[config.mk]
export PLATFORM = sky130hd
export DESIGN_NAME = mmio_port_responder_flat
export DESIGN_NICKNAME = d
export VERILOG_FILES = /design/src/rtl/mmio_port_responder_if.sv /design/src/rtl/mmio_port_responder.sv /design/src/flat_wrapper.sv
export SDC_FILE = /design/constraint.sdc
export NUM_CORES = 1
export LEC_CHECK = 0
export CAP_MARGIN = 10
export CORE_MARGIN = 5
export CORE_UTILIZATION = 38
export DETAILED_ROUTE_END_ITERATION = 10
export PLACE_DENSITY = 0.76
export SLEW_MARGIN = 20
export SYNTH_ARGS = -nofsm -noshare
export SYNTH_HDL_FRONTEND = slang
export SYNTH_SLANG_ARGS = --single-unit
export TNS_END_PERCENT = 50
[constraint.sdc]
create_clock -name clk -period 2.42 [get_ports clk]
set_input_delay 0.484 -clock clk [delete_from_list [all_inputs] [get_ports clk]]
set_output_delay 0.484 -clock clk [all_outputs]
set_load 0.02 [all_outputs]
[src/rtl/mmio_port_responder_if.sv]
`default_nettype none
// ============================================================================
// Module   : mmio_port_responder_if
// Brief    : Data-memory bus bundle shared by the CPU and the MMIO responder.
// Revision : 1.0
// ============================================================================
interface mmio_port_responder_if;
    logic [31:0] Address;
    logic [31:0] WriteData;
    logic        MemWrite;
    logic        MemRead;
    logic [31:0] ReadData;
    logic        Hit;

    modport master (
        output Address,
        output WriteData,
        output MemWrite,
        output MemRead,
        input  ReadData,
        input  Hit
    );

    modport slave (
        input  Address,
        input  WriteData,
        input  MemWrite,
        input  MemRead,
        output ReadData,
        output Hit
    );
endinterface
`default_nettype wire

[src/rtl/mmio_port_responder.sv]
`default_nettype none
// ============================================================================
// Module   : mmio_port_responder
// Brief    : 16-byte MMIO window: output port, synchronized input port,
//            sticky change flag and saturating change counter.
// Revision : 1.0
// ============================================================================
module mmio_port_responder #(
    parameter logic [31:0] BASE_ADDR = 32'h1001_0040,
    parameter int          IN_WIDTH  = 8,
    parameter int          CNT_WIDTH = 16
) (
    input  wire logic                 clk,
    input  wire logic                 reset,
    mmio_port_responder_if.slave      bus,
    input  wire logic [IN_WIDTH-1:0]  PortIn,
    output logic      [31:0]          PortOut
);

    localparam logic [1:0]           c_PORT_OUT = 2'd0;
    localparam logic [1:0]           c_PORT_IN  = 2'd1;
    localparam logic [1:0]           c_STATUS   = 2'd2;
    localparam logic [1:0]           c_COUNT    = 2'd3;
    localparam logic [CNT_WIDTH-1:0] c_CNT_MAX  = '1;
    localparam logic [CNT_WIDTH-1:0] c_CNT_ONE  = CNT_WIDTH'(1);

    logic [31:0]          r_port_out;
    logic [IN_WIDTH-1:0]  r_s1;
    logic [IN_WIDTH-1:0]  r_s2;
    logic [IN_WIDTH-1:0]  r_s3;
    logic                 r_changed;
    logic [CNT_WIDTH-1:0] r_count;

    logic       w_hit;
    logic [1:0] w_off;
    logic       w_wr;
    logic       w_rd;
    logic       w_change;
    logic       w_status_clr;
    logic       w_unused_addr;

    assign w_hit         = (bus.Address[31:4] == BASE_ADDR[31:4]);
    assign w_off         = bus.Address[3:2];
    assign w_wr          = w_hit && bus.MemWrite;
    assign w_rd          = w_hit && bus.MemRead;
    assign w_change      = (r_s2 != r_s3);
    assign w_unused_addr = ^bus.Address[1:0];

    // A STATUS load acknowledges the flag just like a W1C store does.
    assign w_status_clr = (w_off == c_STATUS) &&
                          ((w_wr && bus.WriteData[0]) || w_rd);

    assign bus.Hit = w_hit;
    assign PortOut = r_port_out;

    always_comb begin
        bus.ReadData = 32'h0;
        if (w_rd) begin
            case (w_off)
                c_PORT_OUT: bus.ReadData = r_port_out;
                c_PORT_IN:  bus.ReadData = 32'(r_s2);
                c_STATUS:   bus.ReadData = {31'h0, r_changed};
                c_COUNT:    bus.ReadData = 32'(r_count);
                default:    bus.ReadData = 32'h0;
            endcase
        end
    end

    always_ff @(posedge clk or negedge reset) begin
        if (!reset) begin
            r_port_out <= 32'h0;
            r_s1       <= '0;
            r_s2       <= '0;
            r_s3       <= '0;
            r_changed  <= 1'b0;
            r_count    <= '0;
        end else begin
            r_s1 <= PortIn;
            r_s2 <= r_s1;
            r_s3 <= r_s2;

            if (w_wr && (w_off == c_PORT_OUT)) begin
                r_port_out <= bus.WriteData;
            end

            // Set has priority over any clear in the same cycle.
            if (w_change) begin
                r_changed <= 1'b1;
            end else if (w_status_clr) begin
                r_changed <= 1'b0;
            end

            if (w_wr && (w_off == c_COUNT)) begin
                r_count <= w_change ? c_CNT_ONE : '0;
            end else if (w_change && (r_count != c_CNT_MAX)) begin
                r_count <= r_count + c_CNT_ONE;
            end
        end
    end

endmodule
`default_nettype wire
[src/flat_wrapper.sv]
// flat-port wrapper written by rule: the top's interface ports become plain ports
module mmio_port_responder_flat 
#(
    parameter logic [31:0] BASE_ADDR = 32'h1001_0040,
    parameter int          IN_WIDTH  = 8,
    parameter int          CNT_WIDTH = 16
)
  (clk, reset, PortIn, PortOut, bus_Address, bus_WriteData, bus_MemWrite, bus_MemRead, bus_ReadData, bus_Hit);
  mmio_port_responder_if bus_i ();
  input  wire logic clk;
  input  wire logic reset;
  input  wire logic [IN_WIDTH-1:0] PortIn;
  output logic      [31:0] PortOut;
  input wire logic [$bits(bus_i.Address)-1:0] bus_Address;
  input wire logic [$bits(bus_i.WriteData)-1:0] bus_WriteData;
  input wire logic [$bits(bus_i.MemWrite)-1:0] bus_MemWrite;
  input wire logic [$bits(bus_i.MemRead)-1:0] bus_MemRead;
  output wire logic [$bits(bus_i.ReadData)-1:0] bus_ReadData;
  output wire logic [$bits(bus_i.Hit)-1:0] bus_Hit;
  assign bus_i.Address = bus_Address;
  assign bus_i.WriteData = bus_WriteData;
  assign bus_i.MemWrite = bus_MemWrite;
  assign bus_i.MemRead = bus_MemRead;
  assign bus_ReadData = bus_i.ReadData;
  assign bus_Hit = bus_i.Hit;
  mmio_port_responder #(.BASE_ADDR(BASE_ADDR), .IN_WIDTH(IN_WIDTH), .CNT_WIDTH(CNT_WIDTH)) u_core (.clk(clk), .reset(reset), .bus(bus_i), .PortIn(PortIn), .PortOut(PortOut));
endmodule
### Word level (Yosys, flattened, before mapping)

Cells that the tools add are included.

| word-level totals | value |
|---|---|
| register bits after elaboration | 73 |
| input port bits | 76 |
| output and inout port bits | 65 |
| word-level logic and storage cells | 31 |

| operators by class | value |
|---|---|
| $add $sub $neg | 1 |
| eq/ne operators | 6 |
| mux-type cells | 7 |
| reduce and logical (&&, ||, !) cells | 11 |

Operators with widths:

| cell | count |
|---|---|
| one-hot mux 32 bit (4 select lines) | 1 |
| two-way mux 16 bit | 2 |
| two-way mux 32 bit | 1 |
| equality test 28 x 25 -> 1 bit, second input constant | 1 |
| adder 16 x 1 -> 16 bit, second input constant | 1 |
| != test 16 bit, second input constant | 1 |
| != test 8 bit | 1 |
| logical AND 1 bit | 7 |
| equality test 2 bit, second input constant | 2 |
| nonzero test 2 bit | 2 |
| two-way mux 1 bit | 3 |
| equality test 2 x 1 -> 1 bit, second input constant | 1 |
| zero test 2 bit | 1 |
| logical OR 1 bit | 1 |

### Depth between registers and ports, before layout

Gate-level depths: netlist (run 1).

| logic depth | value |
|---|---|
| depth after elaboration | 7 |
| gate-level depth with buffers | 7 |
| mapped depth without buffers | 7 |

### Least setup slack after synthesis (run 1)

No wires, ideal clock.

| timing path | value |
|---|---|
| kind | input -> output |
| start point | input bus_Address[27] |
| end point | output bus_ReadData[10] |
| arrival time | 2,288 ps |
| required time | 1,936 ps |
| path slack | -352 ps |
| stages on the path | 6 |
| buffers on the path | 1 |
| cell sequence | or4b_4 or3_4 inv_1 nand2_1 clkbuf_1 nor2_1 |

| on the way | value |
|---|---|
| word-level cells in the longest chain between the ends | 3 |

Ends and longest elaborated chain:

| element | line | text |
|---|---|---|
| start: declaration | flat_wrapper.sv:14 | `input wire logic [$bits(bus_i.Address)-1:0] bus_Address;` |
| equality test 28 x 25 -> 1 bit | mmio_port_responder.sv:42 | `assign w_hit = (bus.Address[31:4] == BASE_ADDR[31:4]);` |
| via bus_Hit | flat_wrapper.sv:19 | `output wire logic [$bits(bus_i.Hit)-1:0] bus_Hit;` |
| logical AND 1 bit | mmio_port_responder.sv:45 | `assign w_rd = w_hit && bus.MemRead;` |
| two-way mux 32 bit | mmio_port_responder.sv:58 | `if (w_rd) begin` |
| end: declaration | flat_wrapper.sv:18 | `output wire logic [$bits(bus_i.ReadData)-1:0] bus_ReadData;` |

The timed path passes the listed nets, and every way through them passes these cells.

### Worst setup path in the final report (run 1)

| timing path | value |
|---|---|
| start point | input bus_Address[29] |
| end point | output bus_ReadData[27] |

| on the way | value |
|---|---|
| word-level cells in the longest chain between the ends | 3 |

Ends and longest elaborated chain:

| element | line |
|---|---|
| equality test 28 x 25 -> 1 bit | mmio_port_responder.sv:42 |
| logical AND 1 bit | mmio_port_responder.sv:45 |
| two-way mux 32 bit | mmio_port_responder.sv:58 |

Every way passes these cells.

==> flow_summary.yaml, run 1 <==
sta:
  max_slew_margin_pct: 65.25
  clock_skew_ns: 0.01475
  setup_viol: 33
  period_share_pct: 116.1
  min_period_ns: 2.811
  grt_setup_unrepaired: "true"
  holdWs_ns: 0.1145
  fin_ws_ns: -0.3908
  final_hold_viol_count: 0
  max_freq_mhz: 355.8
  drv_slew: 0
  worst_pin_slew_ns: 0.5200
grt:
  antenna_found_initial: 0
  grtUsageTotal_pct: 19.04
  grt_pass1_vias: 3150
  grt_max_degree: 40
  grt-ovfl-total: 0
  grt_pass1_wl_um: 15680
critical_path:
  crit_path_end_kind: "primary output"
  cp_top_family: "simple AND/OR/NAND/NOR gates"
  cp_data_required_time_ns: 1.94
  crit_path_max_fanout: 8
  worst_setup_path_start_kind: "input port"
  critical_path_buf_inv_count: 4
  slowest_delay_ns: 0.52
  arrival_ns: 2.33
  cp_num_cells: 8
  crit_top_cell: "buf_6"
  crit_type: "input port to primary output"
  slowest_stage: "or4b_4"
  worstRegToRegCells: 6
  crit_chain: "buf_6 -> or4b_4 -> or3_4 -> nor4b_4 -> buf_6 -> buf_12 -> and2_4 -> buf_6"
status:
  violations: "negative setup slack"
  status: "complete, but fails checks"
power:
  peakVddDrop_uv: 435.7
  power_frac_clock_pct: 34.4
  intPower_mw: 2.351
  p_leak_nw: 2.528
  comb_power_share_pct: 17.8
  seqPwrFrac_pct: 47.8
  p_sw_mw: 0.9079
  switching_share_pct: 27.86
  power_density_nw_per_um2: 576.4
synthesis:
  synth_edf_count: 0
  yosys.area.top_type: "dfrtp_1"
  avgSynthCellArea_um2: 11.53
  yosys_most_used_dff: "dfrtp_1"
  synth_area_um2: 3319
  synth_cell_type_count: 35
  syn-num-nets: 365
  ys_warn_count: 0
  synthTopCellsByCount: "dfrtp_1, nor2_1, mux2_2"
  async_flop_share_pct: 100.0
  yosys.area.top_type_share_pct: 55.03
  yosysSeqAreaShare_pct: 55.03
  synth_most_common_cell: "dfrtp_1"
  netlist_top_cells_area: "dfrtp_1, mux2_2, xor2_1"
  synth_cells: 288
  synth_seq_cells: 73
clock_network:
  path_clk_slew_ns: 0.08
  cts_buffer_depth: 2
  numCtsBuffers: 9
  cts_root_buffer: "clkbuf_8"
  cts_tree: "built"
  worstSkewPairLatency_ns: 0.34
  htreeDepth: 3
  cts_sinks: 73
place:
  io_buffers: 138
  gp_routability_congestion: 0.8473
  dpl.cell_count: 545
  place_area_um2: 5116
  dp_hpwl_um: 7099
layout:
  antenna_cells: 0
  stdcell_area_um2: 5654
  layout.cells.non_filler: 581
  fillers: 625
  multiInputGateArea_um2: 1673
  final_layout_size_suffix_gt1_share_pct: 40.38
  fin_util_pct: 65.47
  layout.area.seq_um2: 1827
  finalNetCount: 545
  syn2layout_area_growth_pct: 70.34
floorplanning:
  row_count: 34
  pin_count: 141
  initial_utilization_pct: 38.44
  chipWidth_um: 103.5
  core-area_um2: 8636
  die_y_um: 103.5
  die_area_um2: 10710
hold_path:
  hp-class: "input port to asynchronous set/reset pin"
route:
  wl_per_cell_um: 17.46
  drt-initial-drc-count: 119
  vias_per_cell: 5.059
  dr.pass1.iters: 4
  drt-total-wl_um: 10150
  drc: 0
  ant_nets: 0
  dr_total_vias: 2939
flow_run:
  drv_cap: 0
==> worst reg2reg max path, delay by kind of cell (launching register included) <==
kind             cells  cell delay, ns
AO/OA/AOI/OAI        1            0.15
flip-flops           1            0.45
AND/OR/NAND/NOR      5            1.44
==> power by group through the flow <==
stage	registers, mW	logic, mW	clock network, mW
finish	1.56	0.579	1.12
CTS	1.55	0.561	1.14
detailed placement	1.58	0.562	0
floorplan	1.52	0.338	0
global placement	1.56	0.545	0
global route	1.58	0.646	1.19
==> logic make-up after synthesis <==
family                   count (synthesis)  synth area share [%]
AND/OR/NAND/NOR                        115                 18.62
flip-flops                              73                 55.03
multiplexers                            40                 13.76
AO/OA/AOI/OAI                           25                 4.599
XOR/XNOR                                20                 5.277
buffers and inverters                   14                 2.337
adder cells (fa/ha/maj)                  1                0.3769
==> cells in the final DEF (no fill, tap or decap), types with 4 or more instances in the layout <==
cell             Yosys  routed
clkbuf_8             0       9
buf_12               0       8
nor2_4               0      14
and3_1               5       5
nor2_1              39      25
and2_4               0      16
dfrtp_1             73      73
mux2i_1              7       7
buf_4                0      27
nand2_1             14      13
clkdlybuf4s50_1      0      76
buf_6                3      40
buf_2                1       9
xor2_1              20      20
mux2_2              31      31
a22oi_1              8       8
nand3_1             12      12
nor4_4               0       4
nand4_1              7       7
a21oi_1             11      11
clkbuf_2             1      14
==> timing repair <==
action | 4_1_cts | 5_1_grt
pin swaps | 24 | 26
hold buffers | 0 | 0
cloned | 1 | 2
setup buffers | 20 | 5
endpoints found under the setup margin | 33 | 81
gates resized for setup | 275 | 47
==> flip-flops by register name (all words and copies together), names as in the netlist <==
name / flops
u_core.r_s1: 8
u_core.r_s2: 8
u_core.r_s3: 8
u_core.r_count: 16
u_core.r_changed: 1
u_core.PortOut: 32
==> worst paths after layout <==
check                                  startpoint                  to  slack (ns)
min in group clk                   u_core.r_s1[3]      u_core.r_s2[3]        0.35
worst max-delay path              bus_Address[29]    bus_ReadData[27]       -0.39
max in group asynchronous                   reset   u_core.r_count[1]        1.65
worst min register to register     u_core.r_s1[3]      u_core.r_s2[3]        0.35
worst max register to register  u_core.r_count[6]  u_core.r_count[15]        0.32
worst min-delay path                        reset      u_core.r_s2[7]        0.11
==> through the flow <==
step	TNS, ns	total power [mW]	setup WS, ns
after floorplan	-3.016	1.859	-0.1931
after detailed placement	-46.36	2.137	-1.146
after CTS	-11.73	3.255	-0.4060
after global routing	-13.37	3.417	-0.4622
after global placement	-45.42	2.109	-1.126
final	-11.74	3.259	-0.3908
==> routing by layer <==
layer	global-route usage, %	routed length [um]	vias up
met2	32.94	5553	88
li1	-	-	1365
met3	4.762	554	14
met4	5.378	117	0
met1	23.61	3921	1472
met5	0	0	-
==> final cells by class <==
class,count,area share [%]
clock buffer,11,2.324
timing repair buffer,180,31.27
multi-input combinational,201,29.59
inverter,3,0.2877
tap,108,2.390
clock inverter,5,1.837
sequential,73,32.31
Note: power is estimated with default switching activity, not from simulation.
==> run 2, diff against run 1 <==
- CORE_UTILIZATION: 38 -> 30
- PLACE_DENSITY: 0.76 -> default
==> flow_summary.yaml, run 2 (synthesized netlist as in run 1, its figures left out) <==
status:
  status: "complete, but fails checks"
  violations: "negative setup slack"
route:
  drt-total-wl_um: 9862
  ant_nets: 0
  vias_per_cell: 4.672
  wl_met3_um: 761
  drc: 0
  dr.pass1.iters: 4
  met1Wirelength_um: 4093
  wl_met2_um: 4914
  wl_per_cell_um: 16.09
  drt-initial-drc-count: 140
  top_layer: "met4"
  dr_total_vias: 2864
power:
  intPower_mw: 2.242
  seqPwrFrac_pct: 49.4
  comb_power_share_pct: 17.7
  power_frac_clock_pct: 32.9
  peakVddDrop_uv: 281.0
  power_density_nw_per_um2: 555.9
  p_sw_mw: 0.9253
  switching_share_pct: 29.21
  p_leak_nw: 2.535
clock_network:
  cts_root_buffer: "clkbuf_8"
  cts_sinks: 73
  htreeDepth: 3
  path_clk_slew_ns: 0.08
  numCtsBuffers: 9
  worstSkewPairLatency_ns: 0.34
  cts_tree: "built"
  cts_buffer_depth: 2
floorplanning:
  die_area_um2: 13270
  core-area_um2: 10840
  row_count: 38
  die_y_um: 115.2
  initial_utilization_pct: 30.62
  chipWidth_um: 115.2
  pin_count: 141
grt:
  grt-ovfl-total: 0
  grtUsageTotal_pct: 14.97
  antenna_found_initial: 0
  grt_max_degree: 60
  grt_pass1_wl_um: 15480
  grt_pass1_vias: 2993
layout:
  final_common_cell: "clkdlybuf4s50_1"
  stdcell_area_um2: 5698
  finalNetCount: 546
  largest_reg_flops: 32
  final_layout_size_suffix_gt1_share_pct: 39.96
  syn2layout_area_growth_pct: 71.65
  final_cell_mix: "clkdlybuf4s50_1, dfrtp_1, buf_6, mux2_2"
  antenna_cells: 0
sta:
  worst_pin_slew_ns: 0.7478
  period_share_pct: 115.7
  max_slew_margin_pct: 50.14
  setup_viol: 44
  clock_skew_ns: 0.01688
  fin_tns_setup_ns: -10.01
  final_hold_viol_count: 0
  max_freq_mhz: 357.1
  min_period_ns: 2.800
  fin_ws_ns: -0.3800
  drv_slew: 0
  grt_setup_unrepaired: "true"
critical_path:
  crit_type: "input port to primary output"
  crit_path_max_fanout: 8
  crit_chain: "buf_6 -> or4b_4 -> or3_4 -> nor4b_4 -> buf_4 -> clkbuf_16 -> and2_4 -> buf_6"
  crit_path_end_kind: "primary output"
  slowest_delay_ns: 0.53
  slowest_stage: "or4b_4"
  arrival_ns: 2.32
  crit_top_cell: "buf_6"
  cp_data_required_time_ns: 1.94
  worst_setup_path_start_kind: "input port"
place:
  dp_hpwl_um: 7184
  place_area_um2: 5174
  gp_routability_congestion: 0.7997
  io_buffers: 138
hold_path:
  hp-class: "input port to asynchronous set/reset pin"
flow_run:
  drv_cap: 0
==> run 2: power by group through the flow <==
stage	logic [mW]	clock network, mW	registers (mW)
after floorplan	0.338	0	1.52
after global placement	0.547	0	1.57
after detailed placement	0.559	0	1.58
after CTS	0.567	1.08	1.56
after global routing	0.651	1.12	1.59
final	0.561	1.04	1.56
==> run 2: timing repair <==
action / CTS / global route
pin swaps: 30 / 11
hold buffers: 0 / 0
resized for setup: 286 / 41
gates cloned: 1 / 0
endpoints found under the setup margin: 65 / 49
setup buffers: 14 / 3
endpoints found under the hold margin: 0 / 0
==> run 2: area by class of cell <==
cell class / instances / area (um^2)
Fill cell: 966 / 5142
Sequential cell: 73 / 1827
Timing Repair Buffer: 181 / 1823
Multi-Input combinational cell: 201 / 1644
Tap cell: 140 / 175.2
Clock buffer: 9 / 123.9
Clock inverter: 6 / 91.34
Inverter: 3 / 13.76
==> run 2: routing by layer <==
layer,GRT usage (%),vias to the layer above
met2,26.12,101
met4,3.365,0
li1,-,1375
met3,4.421,8
met5,0,-
met1,18.30,1380
==> run 2: through the flow <==
| step | total power [mW] | setup slack (ns) | util (%) | hold WS (ns) | std cells |
|---|---|---|---|---|---|
| after floorplan | 1.859 | -0.1931 | - | 0.1884 | 288 |
| after global placement | 2.117 | -1.275 | 47.73 | 0.3317 | 581 |
| after detailed placement | 2.136 | -1.280 | 47.73 | 0.3347 | 581 |
| after CTS | 3.200 | -0.4080 | 52.56 | 0.2238 | 611 |
| after global routing | 3.360 | -0.4946 | 52.56 | 0.2602 | 613 |
| final | 3.167 | -0.3800 | 52.56 | 0.2054 | 613 |
==> run 2: path summary, 6_finish.rpt <==
path                       slack (ns)  cells after the start            endpoint            start
min in group clk                 0.35                      0      u_core.r_s2[0]   u_core.r_s1[0]
setup reg to reg                 0.30                      6  u_core.r_count[13]   u_core.r_s2[1]
hold reg to reg                  0.35                      0      u_core.r_s2[0]   u_core.r_s1[0]
hold / removal                   0.21                      1  u_core.PortOut[12]            reset
max in group asynchronous        1.59                      2  u_core.PortOut[11]            reset
setup / recovery                -0.38                      8    bus_ReadData[20]  bus_Address[29]
==> run 2: critical path, delay by kind of cell <==
kind	cells	cell delay [ns]
simple gates	4	1.34
buf+inv	4	0.50
==> run 3, diff against run 2 <==
- CAP_MARGIN: 10 -> default
- GPL_TIMING_DRIVEN: default -> 0
==> flow_summary.yaml, run 3 (synthesized netlist as in run 1, its figures left out) <==
status:
  status: "complete, but fails checks"
  violations: "negative setup slack"
power:
  peakVddDrop_uv: 315.6
  power_mw: 3.160
  p_leak_nw: 2.374
  power_density_nw_per_um2: 587.1
critical_path:
  arrival_ns: 2.33
  worst_setup_path_start_kind: "input port"
  r2r-start: "u_core.r_count[0]"
  worstRegToRegCells: 7
  crit_path_end_kind: "primary output"
  crit_path_max_fanout: 5
  worstReg2RegEnd: "u_core.r_count[13]"
  r2r_slack_ns: 0.24
  crit_type: "input port to primary output"
  cp_data_required_time_ns: 1.94
layout:
  antenna_cells: 0
  layout.cells.non_filler: 591
  largest_reg_flops: 32
  finalNetCount: 523
  layout.area.seq_um2: 1827
  multiInputGateArea_um2: 1637
  syn2layout_area_growth_pct: 62.16
  final_cell_mix: "clkdlybuf4s50_1, dfrtp_1, mux2_2, buf_6, nor2_1"
  final_layout_size_suffix_gt1_share_pct: 35.92
  final_common_cell: "clkdlybuf4s50_1"
  fillers: 1005
grt:
  grtUsageTotal_pct: 14.73
  grt_pass1_wl_um: 15270
  antenna_found_initial: 0
  grt-ovfl-total: 0
  grt_pass1_vias: 2989
  grt_max_degree: 42
sta:
  min_period_ns: 2.812
  final_hold_viol_count: 0
  max_slew_margin_pct: 49.03
  max_freq_mhz: 355.6
  drv_slew: 0
  worst_pin_slew_ns: 0.7582
  clock_skew_ns: 0.006323
  fin_ws_ns: -0.3924
  setup_viol: 32
  period_share_pct: 116.2
  grt_setup_unrepaired: "true"
  holdWs_ns: 0.07887
clock_network:
  cts_tree: "built"
  path_clk_slew_ns: 0.08
  cts_buffer_depth: 2
  cts_sinks: 73
  htreeDepth: 3
  cts_root_buffer: "clkbuf_8"
  worstSkewPairLatency_ns: 0.35
  numCtsBuffers: 9
route:
  drt-total-wl_um: 9561
  dr.pass1.iters: 4
  dr_total_vias: 2831
  wl_per_cell_um: 16.18
  ant_nets: 0
  vias_per_cell: 4.790
  drc: 0
  drt-initial-drc-count: 103
floorplanning:
  die_area_um2: 13270
  row_count: 38
  initial_utilization_pct: 30.62
  chipWidth_um: 115.2
  pin_count: 141
  core-area_um2: 10840
  die_y_um: 115.2
place:
  io_buffers: 138
  dp_hpwl_um: 7277
  gp_routability_congestion: 0.8491
  dpl.cell_count: 567
hold_path:
  hp-class: "input port to asynchronous set/reset pin"
flow_run:
  drv_cap: 0
-- run 3: cell types whose count changed in the layout (fill, tap and decap cells not counted), moves of 3 or more --
cell,change
buf_12,-6
buf_6,-24
clkbuf_2,-3
dlygate4sd2_1,+4
-- run 3: critical path, cell delays in order --
cell and delay, ns:
dlygate4sd2_1 0.19, nor4b_2 0.19, nand4_1 0.18, or3_4 0.47
nor4b_4 0.29, buf_4 0.18, buf_8 0.11, and2_4 0.13
buf_6 0.11
-- run 3: area by class of cell --
class	count	share of cell area [%]
clock buffer	10	2.371
tap	140	3.254
buffer	10	2.022
inverter	3	0.2092
sequential	73	33.94
clock inverter	6	1.697
multi-input combinational	201	30.40
timing repair buffer	148	26.10
-- run 3: timing repair --
action	in CTS	in global routing
gates resized for setup	260	28
hold buffers	0	0
pin swaps	27	10
gates cloned	2	0
endpoints found under the setup margin	73	42
buffers inserted	5	2
-- run 3: metal layers --
layer	share of wire (%)	vias up	global-route usage, %	wire (um)
met4	1.7	0	5.634	158
met1	40	1376	17.82	3870
li1	-	1330	-	-
met3	8.7	13	3.842	831
met2	49	112	25.12	4701
met5	0	-	0	0
-- run 3: worst max path at each step --
stage	from	endpoint	slack, ns	cells past startpoint
6_report	bus_Address[16]	bus_ReadData[21]	-0.39	9
5_1_grt	bus_Address[4]	bus_ReadData[21]	-0.48	9
4_1_cts	bus_Address[29]	bus_ReadData[21]	-0.40	8
3_5_place_dp	bus_Address[5]	bus_ReadData[23]	-1.55	8
3_3_place_gp	reset	u_core.PortOut[22]	-1.81	1
2_1_floorplan	bus_Address[27]	bus_ReadData[21]	-0.19	5
-- run 3: power breakdown --
part	internal [mW]	leakage (nW)	total [mW]	switching, mW
clock	0.586	0.111	1.06	0.473
sequential	1.37	0.912	1.56	0.190
combinational	0.282	1.35	0.543	0.261
-- run 3: metrics by stage --
| step | utilization [%] | area, um^2 | TNS, ns | worst slack [ns] |
|---|---|---|---|---|
| finish | 49.65 | 5383 | -8.718 | -0.3924 |
| floorplan | - | 3452 | -3.016 | -0.1931 |
| global placement | 46.20 | 5009 | -193.72 | -1.814 |
| detailed placement | 46.42 | 5032 | -60.41 | -1.554 |
| CTS | 49.63 | 5380 | -9.724 | -0.4045 |
| global route | 49.65 | 5383 | -11.62 | -0.4841 |
